File: src/rtl/adc128s022_channel_averager.sv
// ============================================================================
// Module  : adc128s022_channel_averager
// Purpose : 8-channel boxcar averager with sticky window alarms, fed from the
//           ADC128S022 controller through a round-robin shared accumulator.
// Rev     : 1.0  initial release
// ============================================================================
`default_nettype none

module adc128s022_channel_averager #(
    parameter int Avg_Log2 = 3
) (
    input  logic              clk,
    input  logic              clk_en,
    input  logic              sync_rst,
    input  logic [7:0][11:0]  sample_data,
    input  logic [7:0]        sample_valid,
    input  logic [11:0]       threshold_low,
    input  logic [11:0]       threshold_high,
    input  logic [7:0]        alarm_clear,
    output logic [7:0][11:0]  average_out,
    output logic [7:0]        average_valid,
    output logic [7:0]        alarm_low,
    output logic [7:0]        alarm_high,
    output logic [7:0]        overrun
);

    localparam int SW = 12 + Avg_Log2;
    localparam int CW = (Avg_Log2 > 0) ? Avg_Log2 : 1;
    localparam logic [CW-1:0] CNT_MAX = CW'((1 << Avg_Log2) - 1);

    logic [7:0]           r_pend;
    logic [7:0][11:0]     r_pend_data;
    logic [2:0]           r_last;
    logic [7:0][SW-1:0]   r_acc;
    logic [7:0][CW-1:0]   r_cnt;

    logic                 w_grant_any;
    logic [2:0]           w_grant_idx;
    logic [7:0]           w_grant_vec;
    logic [SW-1:0]        w_sum;
    logic [11:0]          w_avg;
    logic                 w_done;

    // Round-robin search starting one past the last serviced channel.
    always_comb begin
        logic [2:0] cand;
        w_grant_any = 1'b0;
        w_grant_idx = r_last;
        cand        = r_last;
        for (int k = 1; k <= 8; k++) begin
            cand = r_last + 3'(k);
            if (!w_grant_any && r_pend[cand]) begin
                w_grant_any = 1'b1;
                w_grant_idx = cand;
            end
        end
    end

    assign w_grant_vec = w_grant_any ? (8'b1 << w_grant_idx) : 8'b0;
    assign w_sum       = r_acc[w_grant_idx] + SW'(r_pend_data[w_grant_idx]);
    assign w_avg       = 12'(w_sum >> Avg_Log2);
    assign w_done      = (r_cnt[w_grant_idx] == CNT_MAX);

    always_ff @(posedge clk) begin
        if (sync_rst) begin
            r_pend        <= '0;
            r_pend_data   <= '0;
            r_last        <= 3'd7;
            r_acc         <= '0;
            r_cnt         <= '0;
            average_out   <= '0;
            average_valid <= '0;
            alarm_low     <= '0;
            alarm_high    <= '0;
            overrun       <= '0;
        end else if (clk_en) begin
            average_valid <= '0;
            // Clears are issued first so that any set later in this block wins.
            alarm_low  <= alarm_low  & ~alarm_clear;
            alarm_high <= alarm_high & ~alarm_clear;
            overrun    <= overrun    & ~alarm_clear;

            for (int i = 0; i < 8; i++) begin
                if (sample_valid[i]) begin
                    r_pend_data[i] <= sample_data[i];
                    if (r_pend[i] && !w_grant_vec[i])
                        overrun[i] <= 1'b1;
                end
            end
            r_pend <= (r_pend & ~w_grant_vec) | sample_valid;

            if (w_grant_any) begin
                r_last <= w_grant_idx;
                if (!w_done) begin
                    r_acc[w_grant_idx] <= w_sum;
                    r_cnt[w_grant_idx] <= r_cnt[w_grant_idx] + CW'(1);
                end else begin
                    average_out[w_grant_idx]   <= w_avg;
                    average_valid[w_grant_idx] <= 1'b1;
                    r_acc[w_grant_idx]         <= '0;
                    r_cnt[w_grant_idx]         <= '0;
                    if (w_avg < threshold_low)
                        alarm_low[w_grant_idx] <= 1'b1;
                    if (w_avg > threshold_high)
                        alarm_high[w_grant_idx] <= 1'b1;
                end
            end
        end
    end

endmodule

`default_nettype wire

File: config.mk
export PLATFORM = sky130hd
export DESIGN_NAME = adc128s022_channel_averager
export DESIGN_NICKNAME = d
export VERILOG_FILES = /design/src/rtl/adc128s022_channel_averager.sv
export SDC_FILE = /design/constraint.sdc
export NUM_CORES = 1
export LEC_CHECK = 0
export CAP_MARGIN = 20
export CORE_UTILIZATION = 35
export CTS_CLUSTER_DIAMETER = 40
export CTS_CLUSTER_SIZE = 12
export DETAILED_ROUTE_END_ITERATION = 6
export GPL_TIMING_DRIVEN = 0
export PLACE_DENSITY = 0.63
export SETUP_SLACK_MARGIN = 0.5
export SYNTH_ARGS = -nofsm -noshare
export SYNTH_HDL_FRONTEND = slang
export SYNTH_SLANG_ARGS = --single-unit
File: constraint.sdc
create_clock -name clk -period 10.29 [get_ports clk]
set_clock_uncertainty 0.05 [all_clocks]
set_input_delay 2.058 -clock clk [delete_from_list [all_inputs] [get_ports clk]]
set_output_delay 2.058 -clock clk [all_outputs]
set_load 0.02 [all_outputs]
Word level (Yosys, flattened, before mapping)
Index checks and enable logic that the tools add are counted.

Add/sub/neg operators: 9. Reduce and logical (&&, ||, !) cells: 41. $lt $le $gt $ge: 12. Equal/unequal tests: 1. Bitwise logic cells: 13. Multiplexer cells: 76. Shift operators: 1.

Operator list (count): bitwise AND 120 bit (1); bitwise mux 120 bit (1); 2-to-1 mux 120 bit (1); NOT 120 bit (1); bitwise mux 96 bit (1); 2-to-1 mux 8 bit (9); binary-select mux 15 bit (select 3 bit) (1); demux 15 bit (select 3 bit) (1); binary-select mux 12 bit (select 3 bit) (1); demux 12 bit (select 3 bit) (1); < comparator 3 x 4 -> 1 bit (second input constant) (9); 2-to-1 mux 1 bit (33); bitwise AND 8 bit (4); 2-to-1 mux 15 bit (2); 2-to-1 mux 3 bit (10); bitwise AND 24 bit (1); binary-select mux 1 bit (select 3 bit) (8); bitwise mux 24 bit (1); 2-to-1 mux 12 bit (2); 2-to-1 mux 24 bit (1); NOT 24 bit (1); bitwise OR 8 bit (3); AND reduction 2 bit (9); logical AND 1 bit (16); 15 further kinds (35).

Logic and storage cells: 191. Register bits after elaboration: 379.

Logic depth before layout (Yosys ltp)
Depth in word-level cells: 33. Depth in mapped cells: 39.

Worst setup path before layout
No wires, ideal clock.

Path kind: flip-flop to flip-flop. From: register r_last[0]. To: register alarm_high[1]. Stages on the path, launching flop included: 38. Data required time: 10174 ps. Data arrival time: 9272 ps. Period minus slack after synthesis: 9388 ps. Path buffers: 6. Library setup time: 66 ps. Path slack: 902 ps. Cell sequence: dfxtp_1 -> buf_6 -> buf_2 -> clkinv_1 -> ha_1 -> buf_4 -> mux4_2 -> mux2i_2 -> a2111oi_2 -> a2111oi_1 -> nor3_2 -> nor2_2 -> buf_6 -> clkbuf_1 -> buf_1 -> mux4_2 -> mux2_2 -> ha_1 -> (+2 left out) -> a21oi_1 -> o21bai_1 -> a21oi_1 -> o21bai_1 -> a21oi_1 -> o21bai_1 -> a2111oi_0 -> nor3b_2 -> nor2_2 -> inv_2 -> ha_1 -> nand4_1 -> or2_2 -> o221ai_1 -> o211a_1 -> nor2b_1 -> a22oi_1 -> nor2_1.

Elaborated cells on any way between the ends: 71. Those cells by class: add/sub: 8; order compare: 3; eq/ne: 1; mux: 43; bitwise: 1; reduce/logical: 15.

RTL lines: start: declaration (RTL line 33) `logic [2:0] r_last;`; start signal: assignment (RTL line 93) `r_last <= w_grant_idx;`; adder 3 x 1 -> 3 bit (RTL line 51) `cand = r_last + 3'(k);`; binary-select mux 1 bit (select 3 bit) (RTL line 52) `if (!w_grant_any && r_pend[cand]) begin`; 2-to-1 mux 1 bit (implied by the code) (RTL line 52); 2-to-1 mux 1 bit (RTL line 52); logical NOT 1 bit (RTL line 52); logical AND 1 bit (RTL line 52); 2-to-1 mux 1 bit (RTL line 52); logical NOT 1 bit (RTL line 52); (+17 left out); binary-select mux 15 bit (select 3 bit) or binary-select mux 12 bit (select 3 bit) (tied branches) (RTL line 60) `assign w_sum = r_acc[w_grant_idx] + SW'(r_pend_data[w_grant_idx]);`; 2-to-1 mux 15 bit (implied by the code) or 2-to-1 mux 12 bit (tied branches) (RTL line 60); adder 15 x 12 -> 15 bit * (RTL line 60); named net w_sum[12] (RTL line 40) `logic [SW-1:0] w_sum;`; > comparator 12 bit * (RTL line 104) `if (w_avg > threshold_high)`; 2-to-1 mux 8 bit * (RTL line 104); 2-to-1 mux 8 bit * (RTL line 94) `if (!w_done) begin`; 2-to-1 mux 8 bit * (RTL line 92) `if (w_grant_any) begin`; end signal: assignment (RTL line 80) `alarm_high <= alarm_high & ~alarm_clear;`; end: declaration (RTL line 23) `output logic [7:0] alarm_high,`.

Mark *: on every way through the listed nets, which the timed path passes. The rest lies on a longest branch. The select of a mux whose other input is x is not followed. A chain may end at the register's enable or synchronous reset.

Worst setup path in the final report
From: register r_last[1]. To: register alarm_high[2].

Same word-level chain as after synthesis.

==> summary.txt <==
status: complete, no violations
Post-synth ARST share: 0%
clock buffer depth: 3
post-route setup slack: 917 ps
Final Max Tran Viols: 0
DRT Pass-1 Iters: 6
area delta synth->final: 32.9%
Final #Nets: 2,547
# hold bufs at CTS: 0
via/cell ratio: 5.50
Mapped Area: 17,500 um^2
Post-Syn Instances: 2,030
GR peak layer: met2
Distinct cells, synth: 74
first-pass GRT wire length: 100 mm
sequential area share after synthesis: 43.4%
RSZ-0062 raised after global routing: false
syn avg cell area: 8.61 um^2
Crit. End Element: register
CTS Sinks: 379
final setup TNS: 0 ps
setup violators final: 0
IO buf count: 265
Buffers & Inverters on Critical Path: 9
#FFs+latches synth: 379
final hold violations: 0
starting density of the core: 35.6%
critical path's slowest cell: mux4_2
CTS tree: yes
most frequent cells in the layout: nand2_1 (533), dfxtp_1 (379), a21oi_1 (295)
max_slew headroom: 26.2%
WL per Instance: 21.8 um
Setup CP Type: register to register
worst-skew pair later-pin latency: 590 ps
share of post-route cells with drive strength above 1: 12.4%
Max FO, Critical Path: 10
antenna viol nets, final: 0
initial antenna violation count: 1
core area: 49,100 um^2
DIE WIDTH: 225 um
Period Utilization, post-route: 91.1%
worst min path class: register to register
met3 global-route usage: 5.75%
PwrDens: 354 nW/um^2
ys flop type: dfxtp_1
CP required: 10,760 ps
die area: 50,800 um^2
DP Worst Slack: -1900 ps
GPL Wtd Cong: 0.946
main area contributors after synthesis: dfxtp_1 (43%), nand2_1 (11%), a21oi_1 (8.5%)
syn_nets: 2,209
Critical Path AT: 9840 ps
Remaining Overflow, GRT: 0
# DRC: 0
Highest Clock Rate: 0.107 GHz
DP Area: 21,100 um^2
largest area contributor in the netlist: dfxtp_1
Die Y: 225 um
M2 GR Usage: 41.7%
met1 Use GR: 34.0%
detailed placement HPWL: 49.4 mm
Yosys top cell area share: 43.4%
Max-Cap Viols: 0
crit-path max cell delay: 630 ps
number of CTS-inserted buffers: 51
std cell rows: 81
startpoint types: register
Leakage Power: 8.40 nW
gr usage total: 26.1%
root buffer cell: clkbuf_16
Routed WL: 66.9 mm
VDD IR-drop max: 0.233 mV
Ports: 267
EDFF count, synth: 0
most common cell after layout, fill and taps aside: nand2_1
Largest delay share family, worst path: compound AO/OA/AOI/OAI gates
number of global-route vias before repair: 16,500
Slew @ Worst Pin: 1100 ps
Yosys warnings: 0
largest net degree at the start of global routing: 14
clk slew on worst S/H paths: 60 ps
Vias: 16,900
post-layout min period: 9370 ps
1st-iter DRT viols: 1,373
CTS HTree Levels: 2
Design Area, Final: 23,200 um^2
## cell type report
class | instances | area (um^2)
clock buffer | 62 | 1400
antenna | 1 | 2.50
timing repair buffer | 285 | 2850
clock inverter | 30 | 443
tap | 664 | 831
buffer | 150 | 706
multi-input combinational | 1465 | 9270
sequential | 379 | 7590
inverter | 36 | 138
fill | 4645 | 25800
## cells in the mapped netlist (all sizes together) (5+ instances only)
| cell type | count |
|---|---|
| a211oi | 11 |
| a32oi | 22 |
| mux4 | 66 |
| nor2 | 134 |
| and4 | 7 |
| clkbuf | 115 |
| nor4 | 6 |
| a21o | 13 |
| inv | 34 |
| o21ai | 55 |
| nand3b | 8 |
| and3 | 5 |
| a21oi | 297 |
| dfxtp | 379 |
| nand4 | 11 |
| nand3 | 34 |
| and2 | 14 |
| mux2 | 34 |
| mux2i | 52 |
| buf | 35 |
| o21bai | 5 |
| ha | 39 |
| nand2b | 10 |
| xnor2 | 14 |
| a22oi | 15 |
| o211ai | 8 |
| nor3 | 11 |
| nor2b | 18 |
| nand2 | 533 |
## power breakdown
part	total [W]	leakage [nW]	switching (W)	internal, W
Combinational	0.00469	4.43	0.00307	0.00162
Sequential	0.00162	3.07	0.0000571	0.00156
Clock	0.00192	0.902	0.000712	0.00120
## metal layers
metal / vias to the layer above / share of wire (%)
met5: - / 0
met3: 152 / 9.0
met2: 830 / 46
li1: 7724 / -
met4: 0 / 3.6
met1: 8198 / 41
## sequential cells by signal (all words and copies together) (netlist names)
| signal | cells |
|---|---|
| r_pend | 8 |
| r_pend_data | 96 |
| r_cnt | 24 |
| r_last | 3 |
| average_out | 96 |
| overrun | 8 |
| r_acc | 120 |
| average_valid | 8 |
| alarm_high | 8 |
| alarm_low | 8 |
## tightest hold or removal path, delay by kind of cell (launching register included)
kind,cells,cell delay (ps)
AOI/OAI and AO/OA,1,50
DFF,1,310
and+or+nand+nor,1,50
## logic make-up after synthesis
logic type	count (synthesis)	synth area share (%)
adders and majority gates	40	2.91
xor gates and xnor gates	16	0.910
buffers and inverters	186	4.40
DFF	379	43.4
and+or+nand+nor	800	19.4
muxes	152	13.9
AOI/OAI and AO/OA	457	15.0
## stage by stage
step	util, %	instances	hold WS, ps	total power [W]
CTS	47.1	3063	402	0.00802
global route	47.3	3072	414	0.00852
finish	47.3	3072	404	0.00822
global placement	42.7	2959	389	0.00581
floorplan	-	2030	383	0.00432
detailed placement	43.0	2967	396	0.00600
## worst paths after layout
| path | cells past startpoint | from | to | slack (ps) |
|---|---|---|---|---|
| min | 2 | r_pend_data[21]$_SDFFE_PP0P_ | r_pend_data[21]$_SDFFE_PP0P_ | 400 |
| max reg2reg | 37 | r_last[1]$_SDFFE_PP1P_ | alarm_high[2]$_SDFFE_PP0P_ | 920 |
| min reg2reg | 2 | r_pend_data[21]$_SDFFE_PP0P_ | r_pend_data[21]$_SDFFE_PP0P_ | 400 |
| max | 37 | r_last[1]$_SDFFE_PP1P_ | alarm_high[2]$_SDFFE_PP0P_ | 920 |
## timing repair
action / in CTS / in global routing
resized for setup: 47 / 20
cloned: 0 / 0
pin swaps: 2 / 3
setup endpoints to repair: 58 / 16
setup buffers: 4 / 6
No activity file was read; power rests on OpenSTA's default activity.
